<file path="config.mk">
export PLATFORM = sky130hd
export DESIGN_NAME = mdu_hilo
export DESIGN_NICKNAME = d
export VERILOG_FILES = /design/src/rtl/mdu_hilo.sv
export SDC_FILE = /design/constraint.sdc
export NUM_CORES = 1
export LEC_CHECK = 0
export BUFFER_PORTS_ARGS = -buffer_cell sky130_fd_sc_hd__buf_2
export CELL_PAD_IN_SITES_DETAIL_PLACEMENT = 0
export CELL_PAD_IN_SITES_GLOBAL_PLACEMENT = 1
export CORE_ASPECT_RATIO = 1.1
export CORE_MARGIN = 2
export CORE_UTILIZATION = 25
export CTS_CLUSTER_DIAMETER = 200
export DETAILED_ROUTE_END_ITERATION = 8
export PLACE_DENSITY_LB_ADDON = 0.1
export SYNTH_ARGS = -nofsm -noshare
export SYNTH_HDL_FRONTEND = slang
export SYNTH_SLANG_ARGS = --single-unit
</file>
<file path="constraint.sdc">
create_clock -name clk -period 12.3 [get_ports clk]
set_input_delay 1.23 -clock clk [delete_from_list [all_inputs] [get_ports clk]]
set_output_delay 1.23 -clock clk [all_outputs]
set_load 0.1 [all_outputs]
</file>
<file path="src/rtl/mdu_hilo.sv">
// rtl/mdu_hilo.sv - iterative radix-2 multiply/divide unit with HI/LO registers
module mdu_hilo #(
    parameter int WIDTH = 32
) (
    input  logic             clk,
    input  logic             rst,
    input  logic             start,
    input  logic [2:0]       op,
    input  logic [WIDTH-1:0] op_a,
    input  logic [WIDTH-1:0] op_b,
    input  logic             flush,
    output logic             busy,
    output logic             done,
    output logic [WIDTH-1:0] hi,
    output logic [WIDTH-1:0] lo
);

    localparam int CW = (WIDTH > 1) ? $clog2(WIDTH) : 1;
    localparam logic [CW-1:0] LAST_STEP = CW'(WIDTH - 1);

    typedef enum logic [1:0] {
        S_IDLE = 2'd0,
        S_CALC = 2'd1,
        S_FIX  = 2'd2
    } state_t;

    state_t           state_q, state_d;
    logic [CW-1:0]    cnt_q, cnt_d;
    logic             is_div_q, is_div_d;
    logic             neg_q, neg_d;
    logic             rem_neg_q, rem_neg_d;
    logic             div_zero_q, div_zero_d;
    logic [WIDTH-1:0] opnd_q, opnd_d;
    logic [WIDTH-1:0] raw_a_q, raw_a_d;
    logic [WIDTH-1:0] acc_hi_q, acc_hi_d;
    logic [WIDTH-1:0] acc_lo_q, acc_lo_d;
    logic [WIDTH-1:0] hi_q, hi_d;
    logic [WIDTH-1:0] lo_q, lo_d;
    logic             busy_q, busy_d;
    logic             done_q, done_d;

    logic             is_md, is_signed_op, a_neg, b_neg;
    logic [WIDTH-1:0] mag_a, mag_b;
    logic [WIDTH:0]   mul_sum, div_shift, div_trial;
    logic             div_ge;
    logic [2*WIDTH-1:0] prod, prod_fix;
    logic [WIDTH-1:0] quot_fix, rem_fix;

    assign is_md        = ~op[2];
    assign is_signed_op = ~op[0];
    assign a_neg        = is_signed_op & op_a[WIDTH-1];
    assign b_neg        = is_signed_op & op_b[WIDTH-1];
    assign mag_a        = a_neg ? (~op_a + 1'b1) : op_a;
    assign mag_b        = b_neg ? (~op_b + 1'b1) : op_b;

    // Multiply: acc_hi holds the running upper half, acc_lo shifts the multiplier out.
    // Divide: acc_hi is the partial remainder, acc_lo shifts dividend out and quotient in.
    assign mul_sum   = {1'b0, acc_hi_q} + {1'b0, (acc_lo_q[0] ? opnd_q : {WIDTH{1'b0}})};
    assign div_shift = {acc_hi_q, acc_lo_q[WIDTH-1]};
    assign div_trial = div_shift - {1'b0, opnd_q};
    assign div_ge    = (div_shift >= {1'b0, opnd_q});

    assign prod     = {acc_hi_q, acc_lo_q};
    assign prod_fix = neg_q ? (~prod + 1'b1) : prod;
    assign quot_fix = neg_q ? (~acc_lo_q + 1'b1) : acc_lo_q;
    assign rem_fix  = rem_neg_q ? (~acc_hi_q + 1'b1) : acc_hi_q;

    always_comb begin
        state_d    = state_q;
        cnt_d      = cnt_q;
        is_div_d   = is_div_q;
        neg_d      = neg_q;
        rem_neg_d  = rem_neg_q;
        div_zero_d = div_zero_q;
        opnd_d     = opnd_q;
        raw_a_d    = raw_a_q;
        acc_hi_d   = acc_hi_q;
        acc_lo_d   = acc_lo_q;
        hi_d       = hi_q;
        lo_d       = lo_q;
        busy_d     = busy_q;
        done_d     = 1'b0;

        case (state_q)
            S_IDLE: begin
                if (start) begin
                    if (is_md) begin
                        state_d    = S_CALC;
                        cnt_d      = '0;
                        is_div_d   = op[1];
                        neg_d      = a_neg ^ b_neg;
                        rem_neg_d  = a_neg;
                        div_zero_d = op[1] & (op_b == '0);
                        raw_a_d    = op_a;
                        acc_hi_d   = '0;
                        opnd_d     = op[1] ? mag_b : mag_a;
                        acc_lo_d   = op[1] ? mag_a : mag_b;
                        busy_d     = 1'b1;
                    end else if (op[1:0] == 2'b00) begin
                        hi_d = op_a;
                    end else if (op[1:0] == 2'b01) begin
                        lo_d = op_a;
                    end
                end
            end
            S_CALC: begin
                if (flush) begin
                    state_d = S_IDLE;
                    busy_d  = 1'b0;
                end else begin
                    if (is_div_q) begin
                        acc_hi_d = div_ge ? div_trial[WIDTH-1:0] : div_shift[WIDTH-1:0];
                        acc_lo_d = {acc_lo_q[WIDTH-2:0], div_ge};
                    end else begin
                        acc_hi_d = mul_sum[WIDTH:1];
                        acc_lo_d = {mul_sum[0], acc_lo_q[WIDTH-1:1]};
                    end
                    cnt_d = cnt_q + 1'b1;
                    if (cnt_q == LAST_STEP) begin
                        state_d = S_FIX;
                    end
                end
            end
            S_FIX: begin
                state_d = S_IDLE;
                busy_d  = 1'b0;
                if (!flush) begin
                    done_d = 1'b1;
                    if (!is_div_q) begin
                        hi_d = prod_fix[2*WIDTH-1:WIDTH];
                        lo_d = prod_fix[WIDTH-1:0];
                    end else if (div_zero_q) begin
                        // Sign rules would flip an all-ones quotient for a negative dividend.
                        hi_d = raw_a_q;
                        lo_d = {WIDTH{1'b1}};
                    end else begin
                        hi_d = rem_fix;
                        lo_d = quot_fix;
                    end
                end
            end
            default: begin
                state_d = S_IDLE;
                busy_d  = 1'b0;
            end
        endcase
    end

    always_ff @(posedge clk or posedge rst) begin
        if (rst) begin
            state_q    <= S_IDLE;
            cnt_q      <= '0;
            is_div_q   <= 1'b0;
            neg_q      <= 1'b0;
            rem_neg_q  <= 1'b0;
            div_zero_q <= 1'b0;
            opnd_q     <= '0;
            raw_a_q    <= '0;
            acc_hi_q   <= '0;
            acc_lo_q   <= '0;
            hi_q       <= '0;
            lo_q       <= '0;
            busy_q     <= 1'b0;
            done_q     <= 1'b0;
        end else begin
            state_q    <= state_d;
            cnt_q      <= cnt_d;
            is_div_q   <= is_div_d;
            neg_q      <= neg_d;
            rem_neg_q  <= rem_neg_d;
            div_zero_q <= div_zero_d;
            opnd_q     <= opnd_d;
            raw_a_q    <= raw_a_d;
            acc_hi_q   <= acc_hi_d;
            acc_lo_q   <= acc_lo_d;
            hi_q       <= hi_d;
            lo_q       <= lo_d;
            busy_q     <= busy_d;
            done_q     <= done_d;
        end
    end

    assign busy = busy_q;
    assign done = done_q;
    assign hi   = hi_q;
    assign lo   = lo_q;

endmodule

</file>
==> flow_summary.ini <==
[sta]
rsz0062_at_grt = no
timing.final.ws_setup_ns = 8.18
drv_slew = 0
max_freq_mhz = 242
tightest_slew_ns = 1.12
whs_ns = 0.471
final-setup-viol-count = 0
slew_headroom_pct = 25.1
clock_skew_ns = 0.0289
hold_violations = 0
fin_crit_sh_pct = 33.5
setup_tns_ns = 0
fin_crit_ns = 4.12

[clocking]
clkTransAtPathRegs_ns = 0.06
ctsHtreeMaxLevel = 1
postCtsSetupBuffers = 0
cts_tree = yes
clock_sinks = 205
postCtsHoldBufs = 0
insertion_delay_ns = 0.60
cts_buffer_depth = 3
cts-root-buf = clkbuf_16
numCtsBuffers = 29
cts-resized-gates = 0

[setup_path]
slowest_delay_ns = 0.49
critPathCaptureType = flip-flop
slowest_stage = dfrtp_1
critPathBufInv = 2
cp_max_fo = 30
r2r-end = acc_hi_q[31]
worst_ep_arrival_time_ns = 4.60
crit_required_ns = 12.78
worst_setup_path_start_kind = flip-flop
r2r-start = acc_lo_q[0]
path_cells = inv_1, buf_4, nor2_1, ha_1, a2111o_1, o22a_1, a31oi_1, o221ai_1, a221oi_1, o21bai_1, a221o_1, o21ai_0, nand3_1
criticalPathCategory = reg -> reg
r2r_setup_slack_ns = 8.18
crit_family = compound AO/OA/AOI/OAI gates
r2r_cells = 13

[routing]
drt_first_iter_violations = 1125
ant_nets = 0
drt_pass1_iterations = 7
routed_via_density = 5.31
drc = 0
wirelength_um = 78800
wire_per_inst_um = 24.9
vias = 16800

[power_and_ir_drop]
powerDensity_mw_per_mm2 = 240
p_leak_nw = 8.50
vdd_drop_max_mv = 0.105

[synthesis]
ys.flop_type = dfrtp_1
netlist.area_leader.share_pct = 30.2
synth_most_common_cell = nand2_1
synthTopCellsByArea = dfrtp_1 (30%), nand2_1 (6.9%), o21ai_0 (6.7%)
ys_warn_count = 0
ys_top_cells_by_count = nand2_1 (312), o21ai_0 (227), a21oi_1 (211), dfrtp_1 (205), nor2_1 (201)
async_flop_share_pct = 100
synthCells = 2230
seq_area_frac_synth_pct = 30.2
synth.ff_latch_count = 205
yosysTopAreaCell = dfrtp_1
synth_area_mm2 = 0.0170
syn_area_per_cell_um2 = 7.63
synth_cell_types = 86
synth-edff-count = 0
syn_nets = 2373

[floorplanning]
rows = 100
initial_core_util_pct = 25.2
core_area_mm2 = 0.0674
die_x_um = 253
die_area_mm2 = 0.0701
num_io_pins = 137
die_h_um = 278

[global_routing]
grt_pass1_vias = 16700
antenna_found_initial = 3
grt_overflow = 0
grt_usage_pct = 22.2
grt_pass1_wl_um = 116000
grt_max_degree = 129

[worst_hold_path]
min_to = raw_a_q[10]
min_path_type = reg -> reg
hold_depth = 2
worstHoldStart = raw_a_q[10]

[final_layout]
syn_to_final_growth_pct = 14.9
drive_above_1_share_pct = 11.7
stdcell_count = 3165
fill_cells = 7348
nNetsFinal = 2418
antenna_cells = 0
post-route-util_pct = 29.0

[place]
place_hpwl_um = 58900
place_congestion = 0.837
place_ws_ns = 8.04
port_buffers = 136
place_inst = 3111

[flow_run]
max-cap-violations = 0

[status]
status = finished, final reports clean
-- final cells by class --
cell class / count / area, um2 / area share [%]
Clock buffer: 33 / 781 / 4.00
Clock inverter: 21 / 283 / 1.45
Inverter: 77 / 297 / 1.52
Multi-Input combinational cell: 1793 / 11000 / 56.4
Sequential cell: 205 / 5130 / 26.3
Tap cell: 867 / 1080 / 5.55
Timing Repair Buffer: 169 / 941 / 4.82
-- per-layer routing --
layer	part of all wire [%]	global-route usage, %	vias to the layer above
li1	-	-	8044
met1	45	29.6	8273
met2	48	37.5	404
met3	3.8	2.35	91
met4	3.3	6.99	0
met5	0	0	-
-- worst register-to-register path, cell delays in order (launching register included) --
cell and delay, ns:
dfrtp_1 0.49, inv_1 0.14, buf_4 0.35, nor2_1 0.11, ha_1 0.34, a2111o_1 0.40, o22a_1 0.29, a31oi_1 0.47
o221ai_1 0.31, a221oi_1 0.42, o21bai_1 0.15, a221o_1 0.31, o21ai_0 0.15, nand3_1 0.09
-- stage by stage --
stage	cell area (um2)	power, mW
floorplan	17000	2.96
global placement	18500	3.74
detailed placement	18500	3.73
CTS	19500	4.72
global route	19500	5.00
finish	19500	4.68
-- worst max path at each step --
stage | startpoint | to | slack (ns) | cells after the start
finish | acc_lo_q[0] | acc_hi_q[31] | 8.18 | 13
global route | acc_lo_q[0] | acc_hi_q[31] | 7.97 | 13
CTS | acc_lo_q[0] | acc_hi_q[31] | 8.14 | 13
detailed placement | start | hi[22] | 8.04 | 11
global placement | start | hi[22] | 8.06 | 11
floorplan | rst | acc_hi_q[0] | 5.47 | 1
-- sequential cells by signal, indices dropped and copies added, names as in the netlist --
name,cells
acc_hi_q,32
acc_lo_q,32
busy,1
cnt_q,5
div_zero_q,1
done,1
hi,32
is_div_q,1
lo,32
neg_q,1
opnd_q,32
raw_a_q,32
rem_neg_q,1
state_q,2
-- power breakdown --
| part | internal [mW] | switching (mW) | leakage, nW | total, mW |
|---|---|---|---|---|
| logic | 0.849 | 1.72 | 5.45 | 2.57 |
| clock network | 0.582 | 0.375 | 0.512 | 0.956 |
| registers | 0.845 | 0.317 | 2.55 | 1.16 |
| total | 2.28 | 2.41 | 8.50 | 4.68 |
-- placed cells by master, fill, tap and decap left out, types with 7 or more instances in the layout --
master / instances
nor3_1: 31
nand2b_1: 26
nor2b_1: 12
mux2i_1: 55
buf_4: 32
xor2_1: 61
and3_1: 25
o211ai_1: 28
nand3_1: 35
nand2_1: 312
a21oi_1: 211
nor4_1: 12
a21o_1: 31
o21bai_1: 13
or3_1: 18
or4_1: 11
o21ai_0: 227
a211oi_1: 17
o221ai_1: 9
nand4_1: 13
and2_1: 7
o31ai_1: 27
inv_1: 74
ha_1: 70
dfrtp_1: 204
o22ai_1: 45
buf_2: 136
clkbuf_16: 29
mux2_2: 7
a22oi_1: 8
o41ai_1: 13
a31oi_1: 20
nor2_1: 199
a22o_1: 8
xnor2_1: 114
or2_2: 10
o21a_1: 9
o21ai_1: 16
-- logic make-up after synthesis --
kind of cell,synth area share [%]
compound gates,26.2
fa+ha+maj,5.39
mux,3.77
buf+inv,5.25
flops,30.2
xor+xnor,9.01
simple gates,20.3
(Power assumes the default switching activity.)
